File: config.mk
export PLATFORM = sky130hd
export DESIGN_NAME = pid_pwm_output
export DESIGN_NICKNAME = d
export VERILOG_FILES = /design/src/rtl/pid_pwm_output.sv
export SDC_FILE = /design/constraint.sdc
export NUM_CORES = 1
export LEC_CHECK = 0
export ABC_AREA = 1
export CORE_MARGIN = 2
export CORE_UTILIZATION = 45
export DETAILED_ROUTE_END_ITERATION = 6
export DONT_BUFFER_PORTS = 1
export HOLD_SLACK_MARGIN = 0.12
export PLACE_DENSITY_LB_ADDON = 0.25
export SYNTH_ARGS = -nofsm -noshare
export SYNTH_HDL_FRONTEND = slang
export SYNTH_SLANG_ARGS = --single-unit
File: constraint.sdc
create_clock -name clk -period 4.65 [get_ports clk]
set_clock_uncertainty 0.2 [all_clocks]
set_input_delay 0.465 -clock clk [delete_from_list [all_inputs] [get_ports clk]]
set_output_delay 0.465 -clock clk [all_outputs]
set_load 0.005 [all_outputs]
File: src/rtl/pid_pwm_output.sv
// PID output stage: sums P/I/D contributions around mid-scale, saturates to a
// 6-bit control word and drives it onto a glitch-free 64-cycle PWM waveform.
module pid_pwm_output #(
    parameter int W     = 6,
    parameter int CNT_W = 6
) (
    input  logic             clk,
    input  logic             rst_n,
    input  logic             ena,
    input  logic [W-1:0]     p_contrib,
    input  logic [W-1:0]     i_contrib,
    input  logic [W-1:0]     d_contrib,
    output logic [W-1:0]     u_out,
    output logic             sat_hi,
    output logic             sat_lo,
    output logic             pwm_out,
    output logic             period_start
);

    localparam int SW = W + 2;

    logic signed [SW-1:0] w_p;
    logic signed [SW-1:0] w_i;
    logic signed [SW-1:0] w_d;
    logic signed [SW-1:0] w_sum;
    logic        [W-1:0]  w_u;
    logic                 w_hi;
    logic                 w_lo;
    logic                 w_wrap;

    logic [W-1:0]     r_u;
    logic             r_sat_hi;
    logic             r_sat_lo;
    logic [CNT_W-1:0] r_cnt;
    logic [W-1:0]     r_duty;

    // 8-bit signed sum spans -64..125, so it cannot overflow.
    assign w_p   = SW'(signed'(p_contrib));
    assign w_i   = SW'(signed'(i_contrib));
    assign w_d   = SW'(signed'(d_contrib));
    assign w_sum = w_p + w_i + w_d + SW'(32);

    assign w_lo = w_sum[SW-1];
    assign w_hi = !w_sum[SW-1] && (w_sum[SW-2:W] != '0);

    always_comb begin
        w_u = w_sum[W-1:0];
        if (w_lo)
            w_u = '0;
        else if (w_hi)
            w_u = '1;
    end

    assign w_wrap = (r_cnt == '1);

    always_ff @(posedge clk) begin
        if (!rst_n) begin
            r_u      <= W'(32);
            r_sat_hi <= 1'b0;
            r_sat_lo <= 1'b0;
            r_cnt    <= '0;
            r_duty   <= '0;
        end else if (ena) begin
            r_u      <= w_u;
            r_sat_hi <= w_hi;
            r_sat_lo <= w_lo;
            r_cnt    <= r_cnt + 1'b1;
            // Duty is only adopted at the period boundary, using the word held before this edge.
            if (w_wrap)
                r_duty <= r_u;
        end
    end

    assign u_out        = r_u;
    assign sat_hi       = r_sat_hi;
    assign sat_lo       = r_sat_lo;
    assign pwm_out      = (r_cnt < CNT_W'(r_duty));
    assign period_start = (r_cnt == '0);

endmodule

==> results.json, run 1 <==
{
  "routabilityCongestion": 0.7462,
  "status": "finished, final reports clean",
  "start_util": 0.4794,
  "crit_type": "in2reg",
  "stdcell_count": 253,
  "final_cell_mix": "inv_1 (46), nand2_1 (44), a21oi_1 (20), dfxtp_1 (20), ha_1 (18)",
  "ys_ff_latch": 20,
  "wire_per_inst_um": 10.30,
  "cts_tree": "yes",
  "antenna_found_initial": 0,
  "grt_pass1_vias": 991,
  "slew_headroom": 0.6864,
  "min_to": "r_cnt[0]",
  "avgSynthCellArea_um2": 7.293,
  "drive_above_1_share": 0.04785,
  "cts_inserted_buffers": 3,
  "syn_nets": 251,
  "die_area_um2": 3782,
  "postCtsSetupBuffers": 0,
  "cts_resized": 0,
  "io_buffer_count": 0,
  "grt_pass1_wl_um": 4243,
  "hp-start": "ena",
  "place_hpwl_um": 2042,
  "final_cell_area_um2": 1617,
  "diodes": 0,
  "viasPerCell": 4.731,
  "htreeDepth": 1,
  "antenna_left": 0,
  "drc_errors": 0,
  "rsz0062_at_grt": "no",
  "cts_sinks": 20,
  "finalMaxSlewViolations": 0,
  "reg2reg_slack_ns": 2.90,
  "max_freq_mhz": 330.7,
  "ys_seq_area_frac": 0.2691,
  "clockBufferDepth": 2,
  "r2r_cells": 8,
  "drt-total-wl_um": 2607,
  "cp-start-kind": "primary input",
  "finalSetupViolCount": 0,
  "rows": 20,
  "die_w_um": 61.50,
  "max_slew.worst_pin.slew_ns": 0.4689,
  "drtPass1Iterations": 4,
  "die_h_um": 61.50,
  "grt_use_total": 0.1519,
  "grt_max_degree": 14,
  "hold_depth": 3,
  "clkTransAtPathRegs_ns": 0.12,
  "arrival_ns": 3.08,
  "synthCells": 204,
  "post-place-cells": 245,
  "yosysUniqueCellTypes": 23,
  "finalHoldViolCount": 0,
  "reg2reg_to": "r_duty[5]",
  "grt-ovfl-total": 0,
  "worstHoldPathType": "in2reg",
  "crit_path_end_kind": "flip-flop",
  "drt_iter0_markers": 71,
  "fin_nets": 257,
  "placed_cell_area_um2": 1524,
  "ys_warn_count": 0,
  "syn-cell-area_um2": 1488,
  "fin_tns_setup_ns": 0,
  "coreArea_um2": 3103,
  "cp.required_ns": 4.70,
  "fillers": 323,
  "finalCriticalPeriod_ns": 3.024,
  "drv_cap": 0,
  "utilization": 0.5210,
  "peakVddDrop_mv": 0.2097,
  "final_common_cell": "inv_1",
  "worstPathMaxFanout": 7,
  "power_density_nw_per_um2": 310.6,
  "pin_count": 31,
  "synthToLayoutAreaGrowth_pct": 8.663,
  "clkLatencyLatePin_ns": 0.30,
  "routed-via-count": 1197,
  "leakagePower_nw": 0.8167,
  "root_buffer": "clkbuf_4",
  "r2r-start": "r_cnt[1]",
  "fin_crit_sh": 0.6502
}
-- area by class of cell --
type	instances	area [um^2]	area share
flip-flops and latches	20	400.4	0.2477
repair buffers	4	40.04	0.02477
inverters	47	176.4	0.1091
clock buffers	3	22.52	0.01393
clock inverters	1	30.03	0.01858
multi-input cells	134	892.1	0.5519
well taps	44	55.05	0.03406
-- worst max path at each step --
stage                            start        to  slack, ns  depth (start not counted)
after CTS                 p_contrib[5]    sat_hi       1.65                         14
after global placement    p_contrib[2]  u_out[2]       1.74                         13
after floorplan           p_contrib[2]  u_out[5]       1.84                         11
after detailed placement  p_contrib[2]  u_out[2]       1.71                         13
after global routing      p_contrib[5]    sat_hi       1.43                         14
final                     p_contrib[5]    sat_hi       1.63                         14
-- flip-flops by register name, indices dropped and copies added, names as in the netlist --
| name | cells |
|---|---|
| r_cnt | 6 |
| r_duty | 6 |
| u_out | 6 |
| sat_lo | 1 |
| sat_hi | 1 |
-- layer usage --
metal  vias up  wire length, um  GRT usage
met5         -                0          0
met4         0                0    0.02736
met3         0              145    0.05252
met2        26             1194     0.2346
met1       522             1266     0.2085
li1        649                -          -
-- what timing repair did --
item                                    in CTS  in global routing
endpoints found under the hold margin       19                  1
hold buffers                                 3                  1
endpoints found under the setup margin       0                  0
-- Yosys cell counts (all sizes together) --
master,count,share of area
nand4,1,0.0042
a21oi,20,0.067
and3b,1,0.0059
xnor2,1,0.0059
clkbuf,2,0.0050
inv,46,0.12
nor3,2,0.0067
ha,18,0.15
buf,1,0.0076
nand3,13,0.047
o221a,1,0.0076
nor2,13,0.036
o211ai,1,0.0050
o21ai,10,0.039
nand2,44,0.11
nand3b,1,0.0050
fa,8,0.11
dfxtp,20,0.27
clkinv,1,0.0025
-- power by group --
part / leakage (nW) / internal, mW / switching [mW]
sequential: 0.163 / 0.184 / 0.0136
combinational: 0.626 / 0.0680 / 0.0934
clock: 0.0279 / 0.0871 / 0.0559
-- through the flow --
step	power, mW	hold WS (ns)	setup slack [ns]
final	0.5021	0.1307	1.626
after global routing	0.5488	0.1204	1.433
after CTS	0.5089	0.1232	1.645
after detailed placement	0.3594	0.2530	1.710
after global placement	0.3590	0.2461	1.744
after floorplan	0.3321	0.2301	1.837
-- cells by family (layout without fill, tap and decap cells) --
kind of cell,count (synthesis),count (layout),synth area share
compound gates,32,32,0.1186
xor+xnor,1,1,0.005888
fa+ha+maj,26,26,0.2590
buf+inv,50,55,0.1312
flops,20,20,0.2691
simple gates,75,75,0.2162
-- worst max-delay path: stages --
cell	delay [ns]
inv_1	0.04
fa_1	0.58
inv_1	0.08
ha_1	0.29
ha_1	0.34
nand2_1	0.07
inv_1	0.05
nand3_1	0.08
nand2_1	0.07
nand2_1	0.05
nand2_1	0.17
nand3_1	0.10
a21oi_1	0.12
dlygate4sd3_1	0.57
Power figures use the tool's default switching activity.
==> run 2, diff against run 1 <==
==> constraint.sdc (replaced) <==
create_clock -name clk -period 2.6 [get_ports clk]
set_clock_uncertainty 0.2 [all_clocks]
set_input_delay 0.26 -clock clk [delete_from_list [all_inputs] [get_ports clk]]
set_output_delay 0.26 -clock clk [all_outputs]
set_load 0.005 [all_outputs]
==> run 2 against run 1 <==
Combinational power rose by 110%. Critical path depth fell by 1. Final area increased by 2.1%. Sequential power is 78% higher. Clock power rose by 25%. Die area stayed put. Sequential cell count did not move. Final cell count grew 2.8%. Global-route usage increased by 0.63 points. Power increased by 75%. Non-clock buffer count up 7. Highest routed layer unchanged.
==> results.json, run 2 (synthesis gave the netlist of run 1 again) <==
{
  "routed-via-count": 1228,
  "setup_ws_ns": 0.2550,
  "rows": 20,
  "finalSetupViolCount": 0,
  "pin_count": 31,
  "cts_resized": 0,
  "finalCriticalPeriod_ns": 2.345,
  "final_common_cell": "inv_1",
  "cp-start-kind": "primary input",
  "internal_power_uw": 576.9,
  "path_cells": "inv_1 -> fa_1 -> inv_1 -> ha_1 -> ha_1 -> fa_1 -> nand3_1 -> nand2_1 -> nand2_1 -> nand2_2 -> nand2_1 -> nand3_1 -> a21oi_1",
  "grt-ovfl-total": 0,
  "coreArea_um2": 3103,
  "drtPass1Iterations": 4,
  "fin_crit_sh": 0.9019,
  "wire_per_inst_um": 9.977,
  "peakVddDrop_mv": 0.2424,
  "fin_tns_setup_ns": 0,
  "finalMaxSlewViolations": 0,
  "synthToLayoutAreaGrowth_pct": 10.93,
  "switching_share": 0.3418,
  "p_clk_frac": 0.205,
  "rsz0062_at_grt": "no",
  "utilization": 0.5319,
  "post-place-ws_ns": -0.05775,
  "crit_type": "in2reg",
  "placed_cell_area_um2": 1594,
  "arrival_ns": 2.38,
  "hp-start": "d_contrib[0]",
  "slew_headroom": 0.6320,
  "postCtsSetupBuffers": 0,
  "clkLatencyLatePin_ns": 0.30,
  "io_buffer_count": 0,
  "combPwrFrac": 0.392,
  "cts_inserted_buffers": 3,
  "final_cell_mix": "inv_1 (46), nand2_1 (43), a21oi_1 (20), dfxtp_1 (20), ha_1 (18)",
  "diodes": 0,
  "holdBufCountCts": 2,
  "routabilityCongestion": 0.7302,
  "drc_errors": 0,
  "antenna_left": 0,
  "start_util": 0.4794,
  "root_buffer": "clkbuf_4",
  "grt_use_total": 0.1583,
  "clkTransAtPathRegs_ns": 0.10,
  "cts_tree": "yes",
  "drv_cap": 0,
  "cp.required_ns": 2.63,
  "drive_above_1_share": 0.09259,
  "worstPathMaxFanout": 6,
  "die_w_um": 61.50,
  "p_sw_uw": 299.6,
  "drt_iter0_markers": 38,
  "crit_path_start": "p_contrib[2]",
  "drt-total-wl_um": 2594,
  "max_slew.worst_pin.slew_ns": 0.5502,
  "clockBufferDepth": 2,
  "final_cell_area_um2": 1650,
  "crit_path_end_kind": "flip-flop",
  "grt_pass1_wl_um": 4505,
  "power_frac_seq": 0.403,
  "antenna_found_initial": 0,
  "die_area_um2": 3782,
  "status": "finished, final reports clean",
  "leakagePower_nw": 0.8428,
  "r2r-start": "r_cnt[1]",
  "slowest_stage": "fa_1",
  "max_freq_mhz": 426.4,
  "cts_sinks": 20,
  "finalHoldViolCount": 0,
  "grt_max_degree": 16,
  "cp_top_family": "adder cells",
  "die_h_um": 61.50,
  "path_buf_inv": 2,
  "fin_nets": 264,
  "cpPeakStageDelay_ns": 0.52,
  "worstHoldPathType": "in2reg",
  "htreeDepth": 1,
  "crit_top_cell": "nand2_1",
  "fillers": 345,
  "viasPerCell": 4.723,
  "power_density_nw_per_um2": 531.1,
  "grt_pass1_vias": 1073,
  "place_hpwl_um": 2162
}
==> run 2: cell types whose count changed in the layout (fill, tap and decap cells not counted) <==
cell / previous run / this run
buf_4: 0 / 9
bufinv_16: 1 / 0
clkbuf_8: 0 / 1
dlygate4sd3_1: 4 / 2
nand2_1: 44 / 43
nand2_2: 0 / 1
==> run 2: metal layers <==
metal	global-route usage	vias up	part of all wire
met5	0	-	0
met2	0.2556	20	0.47
met3	0.05252	0	0.038
li1	-	664	-
met1	0.2131	544	0.50
met4	0.01824	0	0
==> run 2: final timing paths <==
kind	endpoint	slack [ns]	cells past startpoint
setup / recovery	u_out[0]	0.25	13
setup reg to reg	r_duty[5]	0.87	8
hold / removal	u_out[0]	0.18	5
hold reg to reg	r_duty[5]	0.27	2
==> run 2: power by group through the flow <==
stage	sequential, mW	combinational (mW)	clock [mW]
after global routing	0.357	0.404	0.199
after detailed placement	0.361	0.340	0
after floorplan	0.354	0.244	0
final	0.353	0.344	0.179
after global placement	0.361	0.335	0
after CTS	0.354	0.350	0.188
==> run 2: final cells by class <==
class | count | area (um^2) | area share
multi-input cells | 134 | 894.6 | 0.5421
flip-flops and latches | 20 | 400.4 | 0.2426
inverters | 47 | 176.4 | 0.1069
repair buffers | 11 | 87.58 | 0.05307
well taps | 44 | 55.05 | 0.03336
clock buffers | 4 | 36.28 | 0.02199
==> run 2: tightest hold or removal path: stages <==
cell and delay (ns):
inv_1 0.04, fa_1 0.15, nand2_1 0.05, nand3_1 0.07, a21oi_1 0.06
==> run 2: per-stage QoR <==
| stage | instances | total power [mW] | hold WS, ns |
|---|---|---|---|
| final | 260 | 0.8765 | 0.1786 |
| after global placement | 254 | 0.6966 | 0.1631 |
| after CTS | 260 | 0.8916 | 0.1625 |
| after floorplan | 204 | 0.5971 | 0.1708 |
| after global routing | 260 | 0.9601 | 0.1830 |
| after detailed placement | 254 | 0.7012 | 0.1603 |
==> run 3, diff against run 2 <==
--- a/config.mk
+++ b/config.mk
@@ -12,6 +12,8 @@
 export DONT_BUFFER_PORTS = 1
 export HOLD_SLACK_MARGIN = 0.12
 export PLACE_DENSITY_LB_ADDON = 0.25
+export SLEW_MARGIN = 20
 export SYNTH_ARGS = -nofsm -noshare
 export SYNTH_HDL_FRONTEND = slang
 export SYNTH_SLANG_ARGS = --single-unit
+export TNS_END_PERCENT = 50
==> results of run 3 <==
Final layout, timing and power as in run 2 (identical DEF).
==> variant 1 (flow settings as in run 2) <==
Reset style: asynchronous (`rst_n`), changed in one clocked block.
--- a/src/rtl/pid_pwm_output.sv
+++ b/src/rtl/pid_pwm_output.sv
@@ -54,5 +54,5 @@
     assign w_wrap = (r_cnt == '1);
 
-    always_ff @(posedge clk) begin
+    always_ff @(posedge clk or negedge rst_n) begin
         if (!rst_n) begin
             r_u      <= W'(32);
Formal check against the unedited RTL: differs if rst_n is asserted again (counterexample within 4 cycles, from zero or initial values and one cycle with rst_n low); with rst_n held inactive, the same outputs for 10 cycles.
==> variant 1 against run 2 <==
Count of clock-buffer cells in the layout down 1. Non-clock buffer count decreased by 7. Synthesized area up 5.2%. Sequential cell count stayed put. Setup slack got worse by 19 ps. Final area up 3.0%. Power is 51% higher. Wire length is 2.2% higher. Critical path type unchanged. Critical endpoint is now u_out[4]. Largest cell class unchanged.
==> variant 1: results (changes against run 2) <==
CTS
  – CTS resizes: 0 (unchanged)
  – Skew-Pair Late Insertion Delay: 290 ps
  – CTS H-tree depth: 1 (unchanged)
  – Root buffer cell: clkbuf_4
  – CTS max path bufs: 2 (unchanged)
  – CTS buffer count: 3 (unchanged)
  – Clock-pin slew on the worst setup and hold paths: 110 ps

Synthesis
  – Mapped Cells: 197 (-3.4%)
  – EDFF count, synth: 0 (unchanged)
  – Synth Flop Type: dfrtp_1
  – Sequential fraction of the synthesis area: 32.05% (+5.1 points)
  – Top cells by count, synth: nand2_1 (50), inv_1 (48), dfrtp_1 (19)
  – Area contributors post-synth: dfrtp_1 (30%), ha_1 (14%), nand2_1 (12%)
  – Ys async rst share: 100.0% (+100 points)
  – Synthesis Warnings: 0 (unchanged)
  – Netlist cell types: 21 (-8.7%)

Routing
  – Drt total wl: 2652 microns (+2.2%)
  – Drt wl/cell: 10.65 microns (+6.8%)
  – DR vias/cell: 4.771 (+1.0%)
  – Drt initial violations: 47 (+24%)
  – DRT Pass-1 Iters: 4 (unchanged)

Global routing
  – Met3 GRT Util: 1.081% (-4.2 points)
  – Met2 Use GR: 27.53% (+2.0 points)
  – Global-route wire length before repair: 4836 microns (+7.3%)
  – Initial antenna violation count: 0 (unchanged)
  – GR Util met1: 18.27% (-3.0 points)
  – Tot GR Track Use: 14.90% (-0.93 points)
  – Vias in the first global route: 1164 (+8.5%)
  – Pin count of the biggest net entering global routing: 21 (+5)
  – Total grt overflow: 0 (unchanged)

Setup path
  – CP arrival: 2360 ps (-20 ps)
  – Crit path max fanout: 7 (+1)
  – Setup crit start kind: primary input

Place
  – HPWL Detailed: 2244 microns (+3.8%)
  – Placed cell count: 243 (-4.3%)
  – # port buffers: 0 (unchanged)
  – Final GP Congestion: 0.7970 (+9.1%)

Worst hold path
  – Hold Crit Class: primary input to register

STA
  – Slew HR: 41.52% (-22 points)

Layout
  – Final #Nets: 251 (-4.9%)
  – Ratio of cells with drive above 1 in the final layout: 5.911% (-3.3 points)
  – # diodes: 0 (unchanged)

Pwr
  – VDD IR-drop max: 0.2784 mV (+15%)
  – P_leak: 0.9978 nW (+18%)

Run status
  – Status: complete, no violations
## variant 1: through the flow
step | worst slack [ps] | hold slack, ps | power [mW]
floorplan | 15.43 | -235.6 | 0.9497
global placement | -24.74 | -235.1 | 1.050
detailed placement | -104.3 | -235.2 | 1.080
CTS | 212.0 | 165.2 | 1.347
global route | 70.06 | 201.0 | 1.471
finish | 235.6 | 170.4 | 1.326
## variant 1: worst paths after layout
check | start | to | slack [ps] | depth (start not counted)
max | p_contrib[2] | u_out[4] | 240 | 12
min | d_contrib[0] | u_out[0] | 170 | 5
max reg2reg | r_cnt[0] | r_duty[0] | 790 | 5
min reg2reg | u_out[5] | u_out[5] | 310 | 2
max in group asynchronous | rst_n | u_out[0] | 1350 | 1
min in group asynchronous | rst_n | r_duty[3] | 310 | 1
## variant 1: power breakdown
part / internal (mW) / switching, mW / total (mW)
Sequential: 0.427 / 0.110 / 0.537
Combinational: 0.219 / 0.318 / 0.537
Clock: 0.156 / 0.0955 / 0.251
Total: 0.802 / 0.524 / 1.33
## variant 1: repair_timing
action	4_1_cts	5_1_grt
hold buffers	2	0
buffers inserted	0	0
endpoints found under the setup margin	0	0
endpoints found under the hold margin	33	0
## variant 1: area by class of cell
class	count	area [sq um]
fill	340	1637
tap	46	57.56
clock buffer	3	22.52
inverter	49	183.9
multi-input combinational	126	869.6
sequential	20	501.7
timing repair buffer	4	35.03
clock inverter	1	30.03
## variant 1: per-layer routing
| metal | vias to the layer above | wire length (microns) |
|---|---|---|
| met4 | 0 | 8 |
| met3 | 2 | 64 |
| li1 | 614 | - |
| met2 | 25 | 1388 |
| met1 | 547 | 1190 |
| met5 | - | 0 |
## variant 1: cell families (layout without fill, tap and decap cells)
group / count (synthesis) / count (layout) / synth area share [%]
buffers and inverters: 51 / 57 / 12.39
adder cells (fa/ha/maj): 26 / 26 / 24.62
flip-flops: 20 / 20 / 32.05
AO/OA/AOI/OAI: 13 / 13 / 4.556
multiplexers: 1 / 1 / 0.7194
XOR/XNOR: 5 / 5 / 2.798
AND/OR/NAND/NOR: 81 / 81 / 22.86
## variant 1: critical path: stages
cell and delay [ps]:
inv_1 40, fa_1 530, inv_1 40, ha_1 290
ha_1 230, fa_1 390, nand3_1 110, nand3b_1 80
nand2_1 170, nand2_1 70, nand3_1 90, nand2_1 60
==> variant 2 (settings of run 2) <==
Made on the original files. Set the parameter `CNT_W` to 4 (it was 6).
--- a/src/rtl/pid_pwm_output.sv
+++ b/src/rtl/pid_pwm_output.sv
@@ -3,5 +3,5 @@
 module pid_pwm_output #(
     parameter int W     = 6,
-    parameter int CNT_W = 6
+    parameter int CNT_W = 4
 ) (
     input  logic             clk,
Formal check against the unedited RTL: same outputs for any inputs over 10 cycles, from zero or initial values and one cycle with rst_n low; that may be too few to reach the edited logic, so the function may still have changed.
==> variant 2 against run 2 <==
Final area shrank 18%. Via count is 16% lower. First-iteration DRC count fell by 61%. Sequential cell count is 4 lower. Non-clock buffer count is 8 lower. Hold slack improved by 50 ps. Setup slack worse by 81 ps. Synthesized area fell by 14%. Final cell count is 18% lower. Power decreased by 18%. Wire length decreased by 17%. Critical path type unchanged. Critical endpoint is now u_out[2]. Largest power group is now combinational logic.
==> variant 2: results (changes against run 2) <==
Floorplan
  – Initial Utilization: 46.73% (-1.2 points)

Synthesis
  – Sequential fraction of the synthesis area: 25.07% (-1.8 points)
  – Netlist cell types: 21 (-8.7%)
  – XOR/XNOR Fraction of Synth Area: 1.371% (+0.78 points)
  – Compound-cell area share of the yosys netlist: 10.77% (-1.1 points)
  – Area contributors post-synth: dfxtp_1 (25%), ha_1 (16%), fa_1 (13%)
  – Ys async rst share: 0% (unchanged)
  – Syn_area_per_cell: 7.217 sq um (-1.0%)

Global routing
  – Met3 GRT Util: 1.814% (-3.4 points)
  – Global-route wire length before repair: 3760 microns (-17%)
  – Met2 Use GR: 26.27% (+0.71 points)
  – Pin count of the biggest net entering global routing: 13 (-3)
  – Vias in the first global route: 960 (-11%)
  – Tot GR Track Use: 14.35% (-1.5 points)

Pwr
  – Sequential Power Share: 40.2% (about the same)
  – Pwr dens: 529.6 nW/um^2 (-0.29%)
  – Net Sw Power: 0.2697 mW (-10%)
  – VDD IR-drop max: 0.3551 mV (+47%)

Routing
  – Drt initial violations: 15 (-61%)
  – DR vias: 1031 (-16%)
  – DR top layer: met4
  – WL met3: 93 microns (-6.1%)
  – Post-Route M1 WL: 972 microns (-25%)
  – Met2 Wirelength: 1060 microns (-12%)
  – DR vias/cell: 4.863 (+3.0%)

Run status
  – Status: complete, no violations

Setup path
  – CP arrival: 2430 ps (+50 ps)
  – CP max-delay cell: fa_1

Layout
  – Final #Nets: 228 (-14%)
  – Multi-input logic area: 787.0 sq um (-12%)
  – Filler cell count in the final layout: 285 (-17%)

Place
  – Dpl cell area: 1315 sq um (-18%)
  – Final GP Congestion: 0.7806 (+6.9%)
  – Pre-CTS WS: -112.0 ps (-54.25 ps)
  – HPWL Detailed: 1876 microns (-13%)

CTS
  – Skew-Pair Late Insertion Delay: 270 ps (-30 ps)
  – Clock-pin slew on the worst setup and hold paths: 80 ps (-20 ps)

STA
  – Worst Max-Slew Pin Slew: 384.5 ps (-165.7 ps)
==> variant 2: cell count changes in the layout (fill, tap and decap cells not counted), moves of 3 or more <==
cell / before / now
buf_4: 9 / 1
inv_1: 46 / 40
nand2_1: 43 / 37
dfxtp_1: 20 / 16
nor2_1: 11 / 8
o21ai_1: 3 / 0
==> variant 2: layout make-up <==
class / instances / share of cell area (%)
multi-input combinational: 116 / 57.97
sequential: 16 / 23.59
inverter: 43 / 11.89
tap: 31 / 2.857
timing repair buffer: 3 / 2.028
clock buffer: 3 / 1.659
==> variant 2: worst paths after layout <==
| kind | from | to | slack [ps] | cells past startpoint |
|---|---|---|---|---|
| worst max-delay path | p_contrib[2] | u_out[2] | 170 | 13 |
| worst max register to register | r_cnt[1] | r_duty[3] | 1140 | 6 |
| worst min register to register | r_duty[3] | r_duty[3] | 270 | 2 |
| worst min-delay path | d_contrib[0] | u_out[0] | 230 | 5 |
